### config.mk
export PLATFORM = sky130hd
export DESIGN_NAME = sdram_frame_arbiter
export DESIGN_NICKNAME = d
export VERILOG_FILES = /design/src/rtl/sdram_arb_pkg.sv /design/src/rtl/sdram_frame_addr.sv /design/src/rtl/sdram_frame_arbiter.sv
export SDC_FILE = /design/constraint.sdc
export NUM_CORES = 1
export LEC_CHECK = 0
export CAP_MARGIN = 20
export CORE_ASPECT_RATIO = 1.2
export CORE_MARGIN = 2
export CORE_UTILIZATION = 50
export DETAILED_ROUTE_END_ITERATION = 12
export PLACE_DENSITY = 0.83
export RECOVER_POWER = 100
export SYNTH_ARGS = -nofsm -noshare
export SYNTH_HDL_FRONTEND = slang
export SYNTH_SLANG_ARGS = --single-unit
### constraint.sdc
create_clock -name clk -period 4.4 [get_ports clk]
set_clock_uncertainty 0.05 [all_clocks]
set_input_delay 1.32 -clock clk [delete_from_list [all_inputs] [get_ports clk]]
set_output_delay 1.32 -clock clk [all_outputs]
set_load 0.02 [all_outputs]
### src/rtl/sdram_arb_pkg.sv
// Shared definitions for the SDRAM frame arbiter: FSM encoding, default
// geometry, bank indices and the driver address layout.
package sdram_arb_pkg;

    typedef enum logic [2:0] {
        ST_IDLE,
        ST_WR_REQ,
        ST_WR_DATA,
        ST_RD_REQ,
        ST_RD_DATA
    } arb_state_t;

    localparam int DEF_BL          = 8;
    localparam int DEF_FRAME_WORDS = 307200;
    localparam int DEF_RD_SPACE    = 256;

    localparam logic [1:0] BANK0 = 2'd0;
    localparam logic [1:0] BANK1 = 2'd1;
    localparam logic [1:0] BANK2 = 2'd2;

    // Driver address: {bank[1:0], row[12:0], col[8:0]}
    localparam int ADDR_W   = 24;
    localparam int OFF_W    = 22;
    localparam int BANK_MSB = 23;
    localparam int BANK_LSB = 22;
    localparam int ROW_MSB  = 21;
    localparam int ROW_LSB  = 9;
    localparam int COL_MSB  = 8;
    localparam int COL_LSB  = 0;

    // The one bank of {0,1,2} that is neither a nor b (a != b assumed).
    function automatic logic [1:0] free_bank(input logic [1:0] a, input logic [1:0] b);
        return 2'd3 - a - b;
    endfunction

    // Split a linear frame offset into row/col and prepend the bank.
    function automatic logic [ADDR_W-1:0] make_addr(input logic [1:0] bank,
                                                    input logic [OFF_W-1:0] off);
        logic [ADDR_W-1:0] a;
        a = '0;
        a[BANK_MSB:BANK_LSB] = bank;
        a[ROW_MSB:ROW_LSB]   = off[OFF_W-1:COL_MSB+1];
        a[COL_MSB:COL_LSB]   = off[COL_MSB:0];
        return a;
    endfunction

endpackage

### src/rtl/sdram_frame_addr.sv
// Per-side frame offset counter: steps by one burst, wraps at end of frame
// and reports the wrap as a frame_end pulse in the completing cycle.
module sdram_frame_addr
    import sdram_arb_pkg::*;
#(
    parameter int BL          = DEF_BL,
    parameter int FRAME_WORDS = DEF_FRAME_WORDS
) (
    input  logic             clk,
    input  logic             rst_n,
    input  logic             i_clr,
    input  logic             i_adv,
    output logic [OFF_W-1:0] o_off,
    output logic             o_frame_end
);

    localparam logic [OFF_W-1:0] STEP = OFF_W'(BL);
    localparam logic [OFF_W-1:0] LAST = OFF_W'(FRAME_WORDS - BL);

    logic [OFF_W-1:0] r_off;
    logic             w_last;

    assign w_last      = (r_off == LAST);
    assign o_off       = r_off;
    assign o_frame_end = i_adv & w_last;

    // Offset register: clear on frame sync, advance one burst per completion.
    always_ff @(posedge clk or negedge rst_n) begin
        if (!rst_n) begin
            r_off <= '0;
        end else if (i_clr) begin
            r_off <= '0;
        end else if (i_adv) begin
            r_off <= w_last ? '0 : r_off + STEP;
        end
    end

endmodule

### src/rtl/sdram_frame_arbiter.sv
// Arbitrates capture writes and display reads onto the single-port SDRAM
// driver, one burst at a time, over a triple-buffered set of frames.
module sdram_frame_arbiter
    import sdram_arb_pkg::*;
#(
    parameter int BL          = DEF_BL,
    parameter int FRAME_WORDS = DEF_FRAME_WORDS,
    parameter int RD_SPACE    = DEF_RD_SPACE
) (
    input  logic              clk,
    input  logic              rst_n,
    input  logic [9:0]        wr_fifo_usedw,
    input  logic [15:0]       wr_fifo_q,
    output logic              wr_fifo_rdreq,
    input  logic              wr_frame_start,
    input  logic [9:0]        rd_fifo_usedw,
    output logic              rd_fifo_wrreq,
    output logic [15:0]       rd_fifo_data,
    input  logic              rd_en,
    input  logic              rd_frame_start,
    input  logic              drv_init_done,
    input  logic              drv_busy,
    input  logic              drv_ack,
    output logic              drv_wr_req,
    output logic              drv_rd_req,
    output logic [ADDR_W-1:0] drv_rw_addr,
    output logic [15:0]       drv_wr_din,
    output logic              drv_wr_din_vld,
    input  logic [15:0]       drv_rd_dout,
    input  logic              drv_rd_dout_vld,
    output logic [1:0]        wr_bank,
    output logic [1:0]        rd_bank
);

    localparam int CNT_W = $clog2(BL + 1);

    arb_state_t        r_state, w_state_next;
    logic [CNT_W-1:0]  r_cnt;
    logic              r_last_rd;
    logic              r_wr_pend, r_rd_pend;
    logic [1:0]        r_wr_bank, r_rd_bank, r_ready_bank;
    logic              r_wr_req, r_rd_req;
    logic [ADDR_W-1:0] r_addr;

    logic [OFF_W-1:0]  w_wr_off, w_rd_off, w_wr_off_eff, w_rd_off_eff;
    logic              w_wr_end, w_rd_end, w_wr_clr, w_rd_clr;
    logic              w_arb_en, w_wr_ok, w_rd_ok, w_grant_wr, w_grant_rd;
    logic              w_pop, w_push, w_wr_done, w_rd_done;

    // A pending frame sync is applied on entry to arbitration, so the grant
    // issued in that same cycle must already see the cleared offset.
    assign w_wr_clr     = (r_state == ST_IDLE) & r_wr_pend;
    assign w_rd_clr     = (r_state == ST_IDLE) & r_rd_pend;
    assign w_wr_off_eff = w_wr_clr ? '0 : w_wr_off;
    assign w_rd_off_eff = w_rd_clr ? '0 : w_rd_off;

    assign w_arb_en   = (r_state == ST_IDLE) & drv_init_done & ~drv_busy;
    assign w_wr_ok    = (wr_fifo_usedw >= 10'(BL));
    assign w_rd_ok    = rd_en & (rd_fifo_usedw <= 10'(RD_SPACE));
    assign w_grant_wr = w_arb_en & w_wr_ok & (~w_rd_ok | r_last_rd);
    assign w_grant_rd = w_arb_en & w_rd_ok & (~w_wr_ok | ~r_last_rd);

    assign w_push    = (r_state == ST_RD_DATA) & drv_rd_dout_vld;
    assign w_wr_done = (r_state == ST_WR_DATA) & (r_cnt == CNT_W'(BL - 2));
    assign w_rd_done = w_push & (r_cnt == CNT_W'(BL - 1));

    // Data paths are zeroed when idle so every output rests at 0.
    assign wr_fifo_rdreq  = w_pop;
    assign drv_wr_din_vld = w_pop;
    assign drv_wr_din     = w_pop ? wr_fifo_q : '0;
    assign rd_fifo_wrreq  = w_push;
    assign rd_fifo_data   = w_push ? drv_rd_dout : '0;
    assign drv_wr_req     = r_wr_req;
    assign drv_rd_req     = r_rd_req;
    assign drv_rw_addr    = r_addr;
    assign wr_bank        = r_wr_bank;
    assign rd_bank        = r_rd_bank;

    sdram_frame_addr #(.BL(BL), .FRAME_WORDS(FRAME_WORDS)) u_wr_addr (
        .clk(clk), .rst_n(rst_n), .i_clr(w_wr_clr), .i_adv(w_wr_done),
        .o_off(w_wr_off), .o_frame_end(w_wr_end)
    );

    sdram_frame_addr #(.BL(BL), .FRAME_WORDS(FRAME_WORDS)) u_rd_addr (
        .clk(clk), .rst_n(rst_n), .i_clr(w_rd_clr), .i_adv(w_rd_done),
        .o_off(w_rd_off), .o_frame_end(w_rd_end)
    );

    // FSM state register.
    always_ff @(posedge clk or negedge rst_n) begin
        if (!rst_n) r_state <= ST_IDLE;
        else        r_state <= w_state_next;
    end

    // Next state and write-FIFO pop; the ack cycle already carries word 0.
    always_comb begin
        w_state_next = r_state;
        w_pop        = 1'b0;
        case (r_state)
            ST_IDLE: begin
                if (w_grant_wr)      w_state_next = ST_WR_REQ;
                else if (w_grant_rd) w_state_next = ST_RD_REQ;
            end
            ST_WR_REQ: begin
                if (drv_ack) begin
                    w_pop        = 1'b1;
                    w_state_next = ST_WR_DATA;
                end
            end
            ST_WR_DATA: begin
                w_pop = 1'b1;
                if (w_wr_done) w_state_next = ST_IDLE;
            end
            ST_RD_REQ: begin
                if (drv_ack) w_state_next = ST_RD_DATA;
            end
            ST_RD_DATA: begin
                if (w_rd_done) w_state_next = ST_IDLE;
            end
            default: w_state_next = ST_IDLE;
        endcase
    end

    // Burst word counter: pops in WR_DATA, accepted beats in RD_DATA.
    always_ff @(posedge clk or negedge rst_n) begin
        if (!rst_n) begin
            r_cnt <= '0;
        end else if ((r_state == ST_WR_DATA) || w_push) begin
            r_cnt <= r_cnt + 1'b1;
        end else if (r_state != ST_RD_DATA) begin
            r_cnt <= '0;
        end
    end

    // Registered request/address toward the driver and fairness memory.
    always_ff @(posedge clk or negedge rst_n) begin
        if (!rst_n) begin
            r_wr_req  <= 1'b0;
            r_rd_req  <= 1'b0;
            r_addr    <= '0;
            r_last_rd <= 1'b1;
        end else begin
            if (w_grant_wr) begin
                r_wr_req  <= 1'b1;
                r_addr    <= make_addr(r_wr_bank, w_wr_off_eff);
                r_last_rd <= 1'b0;
            end else if (w_grant_rd) begin
                r_rd_req  <= 1'b1;
                r_addr    <= make_addr(r_rd_bank, w_rd_off_eff);
                r_last_rd <= 1'b1;
            end
            if ((r_state == ST_WR_REQ) && drv_ack) r_wr_req <= 1'b0;
            if ((r_state == ST_RD_REQ) && drv_ack) r_rd_req <= 1'b0;
        end
    end

    // Frame-sync pending flags and triple-buffer bank rotation.
    always_ff @(posedge clk or negedge rst_n) begin
        if (!rst_n) begin
            r_wr_pend    <= 1'b0;
            r_rd_pend    <= 1'b0;
            r_wr_bank    <= BANK0;
            r_rd_bank    <= BANK2;
            r_ready_bank <= BANK2;
        end else begin
            r_wr_pend <= wr_frame_start | (r_wr_pend & ~w_wr_clr);
            r_rd_pend <= rd_frame_start | (r_rd_pend & ~w_rd_clr);
            if (w_wr_end) begin
                r_ready_bank <= r_wr_bank;
                r_wr_bank    <= free_bank(r_wr_bank, r_rd_bank);
            end
            if (w_rd_end) begin
                r_rd_bank <= r_ready_bank;
            end
        end
    end

endmodule

==> summary.md <==
| Metric | Value |
|---|---|
| Hold depth | 1 |
| Layout cells sized above 1 | 9.655% |
| Failing checks | capacitance limit, slew limit |
| Lkg Pwr | 2.543 nW |
| Netlist cell types | 70 |
| Clk root buf | clkbuf_8 |
| # port buffers | 122 |
| M2 GR Usage | 40.91% |
| Antenna Cells | 0 |
| Worst r2r src | r_state[0] |
| Hold Path End | drv_rd_req |
| Synth async-reset ratio | 100.0% |
| Largest net degree at the start of global routing | 79 |
| Slowest CP cell | clkdlybuf4s50_1 |
| H-tree Lvls | 3 |
| Residual DRC | 0 |
| Cell with the most instances after synthesis | dfrtp_1 |
| Clock slew at reported path FFs | 80 ps |
| Final Power | 2.142 mW |
| Vias/cell | 5.868 |
| Yosys top cell area share | 42.60% |
| Dpl hpwl | 8535 um |
| RSZ-0062 raised after global routing | false |
| Mean Syn Cell Area | 9.747 um^2 |
| # IOs | 126 |
| Vias in the first global route | 3939 |
| Worst EP required | 3030 ps |
| Met1 Track Usage GR | 31.30% |
| Max Fanout on Critical Path | 17 |
| HP Class | register to register |
| WP data arrival | 2960 ps |
| Detailed Routing Iterations Pass 1 | 5 |
| Initial Util | 51.44% |
| Post-synth EDFFs | 0 |
| Final setup vio count | 0 |
| Full die area | 0.009581 mm^2 |
| Initial antenna violation count | 0 |
| Cell taking the most area after synthesis | dfrtp_1 |
| Gp weighted congestion | 0.8996 |
| Die Wd | 89.69 um |
| DP Area | 0.005729 mm^2 |
| Vias after detailed routing | 4090 |
| GRT Util Overall | 24.84% |
| GR peak layer | met2 |
| Total of max-cap violations | 1 |
| Skew-Pair Late Insertion Delay | 360 ps |
| Fin cells | 697 |
| NumNets Final | 641 |
| Sequential-to-total area share from yosys stat | 44.39% |
| Synth Register Bits | 78 |
| FF/Latch Area | 0.001956 mm^2 |
| CP Buf/Inv Count | 3 |
| Antenna-violating nets left | 0 |
| Critical path endpoint category | primary output |
| Synthesized area | 0.004405 mm^2 |
| Achievable frequency | 230.8 MHz |
| Most frequent CP cell | clkdlybuf4s50_1 |
| Row count | 37 |
| Fin crit share | 98.47% |
| Post-synth top cells | 75 x dfrtp_1, 44 x nand2_1, 40 x and2_1 |
| Max_slew headroom | -26.76% |
| Cells after DPL | 677 |
| Top Family by Delay on Critical Path | buffers and inverters |
| # fillers | 690 |
| Clock buffer depth | 2 |
| Core Region | 0.008564 mm^2 |
| DR iter-0 viols | 229 |
| TritonCTS Sinks | 78 |
| CTS Buf Count | 9 |
| Setup CP Type | input port to primary output |
| First-pass GRT wire length | 18440 um |
| Slowest stage delay, CP | 600 ps |
| Met3 Use GR | 4.850% |
| Area occupied by multi-input gates | 0.002271 mm^2 |
| Post-Route WL | 11520 um |
| R2R Path End | drv_rw_addr[7] |
| Global route overflow | 0 |
| Synth-to-layout area growth | 31.70% |
| Power Dens Cells | 369.2 mW/mm^2 |
| Setup crit start kind | input port |
| Reg2Reg Depth | 5 |
| Worst slew pin tran | 1901 ps |
| Die H | 106.8 um |
| R2R setup slack | 1590 ps |
| Post-CTS Hold Fix Bufs | 0 |
| Ranking of synthesized cells by area | dfrtp_1 43%, and2_1 5.7%, a221o_1 3.9% |
| DR WL/cell | 16.53 um |
| Final Max Tran Viols | 79 |
| Worst ir drop on vdd | 0.3260 mV |
| Status | finished with violations |
| Main synth FF type | dfrtp_1 |
| Hold Crit Start | drv_rd_req |
| Final Cell Area | 0.005802 mm^2 |
| Final min period | 4333 ps |
| Critical path, cell by cell | clkdlybuf4s50_1 > and4bb_1 > buf_4 > and2_1 > clkdlybuf4s50_1 |
| CTS tree | done |
| Yosys warns | 0 |
| Post-Syn Instances | 452 |
| Final Hold Fails | 0 |
| Mapped Nets | 518 |
==> sequential cells by signal, indices dropped and copies added (netlist names), 2 cells and up <==
| signal | flops |
|---|---|
| wr_bank | 2 |
| r_cnt | 4 |
| r_ready_bank | 2 |
| rd_bank | 2 |
| u_wr_addr.o_off | 19 |
| drv_rw_addr | 22 |
| u_rd_addr.o_off | 19 |
| r_state | 3 |
==> worst max path at each step <==
stage / from / endpoint / cells after the start
2_1_floorplan: drv_ack / drv_wr_din[10] / 6
5_1_grt: drv_rd_dout_vld / rd_fifo_data[4] / 5
4_1_cts: drv_rd_dout_vld / rd_fifo_data[12] / 5
6_report: drv_rd_dout_vld / rd_fifo_data[2] / 5
3_5_place_dp: drv_ack / drv_wr_din[4] / 8
3_3_place_gp: drv_ack / drv_wr_din[12] / 8
==> repair_timing <==
action / CTS / global route
gates resized for setup: 18 / 35
setup endpoints to repair: 18 / 20
gates cloned: 0 / 0
hold endpoints to repair: 0 / 0
setup buffers: 0 / 4
==> power by group <==
group          internal [mW]  switching (mW)  total [mW]
registers              0.765          0.0752       0.841
clock network          0.266           0.278       0.544
logic                  0.298           0.459       0.757
total                   1.33           0.813        2.14
==> worst register-to-register path, delay by kind of cell, from the launching register on <==
family             cells  cell delay (ps)
and+or+nand+nor        3             1420
AOI/OAI and AO/OA      2              720
DFF                    1              560
==> stage by stage <==
stage          worst slack (ps)  setup TNS, ps  utilization [%]  hold slack, ps
6_report                  67.29              0            67.74           452.8
3_5_place_dp             -156.9          -2360            66.90           432.9
3_3_place_gp             -105.8          -1608            66.90           427.1
2_1_floorplan             540.2              0                -           412.8
5_1_grt                   1.945              0            67.74           472.0
4_1_cts                   17.37              0            68.94           459.8
==> cell families (layout without fill, tap and decap cells) <==
kind of cell	Yosys count	after routing	share of synthesized area (%)
compound gates	89	89	15.34
fa+ha+maj	5	5	1.420
simple gates	220	220	29.48
xor+xnor	22	22	4.374
buf+inv	31	159	3.266
mux	7	7	1.732
flops	78	78	44.39
==> layer usage <==
metal / share of wire [%] / wire (um)
met5: 0 / 0
met4: 3.0 / 345
met3: 6.5 / 745
met2: 50 / 5785
met1: 40 / 4645
==> area by class of cell <==
class / count / area share (%)
sequential: 78 / 33.71
clock inverter: 6 / 1.208
timing repair buffer: 135 / 20.70
tap: 117 / 2.523
inverter: 8 / 0.5176
multi-input combinational: 343 / 39.14
clock buffer: 10 / 2.200
==> layout by cell type (no fill, tap or decap), types with 6 or more instances in the layout <==
| master | netlist | layout |
|---|---|---|
| nor3_1 | 10 | 11 |
| dlygate4sd3_1 | 0 | 35 |
| or3_1 | 8 | 8 |
| a221o_1 | 17 | 17 |
| xor2_1 | 7 | 7 |
| o21ai_0 | 10 | 11 |
| clkdlybuf4s50_1 | 0 | 64 |
| and2_1 | 40 | 38 |
| buf_4 | 3 | 9 |
| nand3_1 | 15 | 16 |
| and3_1 | 15 | 15 |
| inv_1 | 8 | 8 |
| nor2_1 | 33 | 33 |
| and2_0 | 4 | 6 |
| xnor2_1 | 15 | 15 |
| nor4_1 | 5 | 6 |
| nand4_1 | 8 | 8 |
| clkbuf_1 | 12 | 13 |
| clkbuf_2 | 1 | 8 |
| dfrtp_1 | 75 | 75 |
| a22oi_1 | 7 | 7 |
| a21oi_1 | 15 | 15 |
| a21o_1 | 6 | 6 |
| clkbuf_8 | 0 | 9 |
| nand2_1 | 44 | 44 |
(Power assumes the default switching activity.)
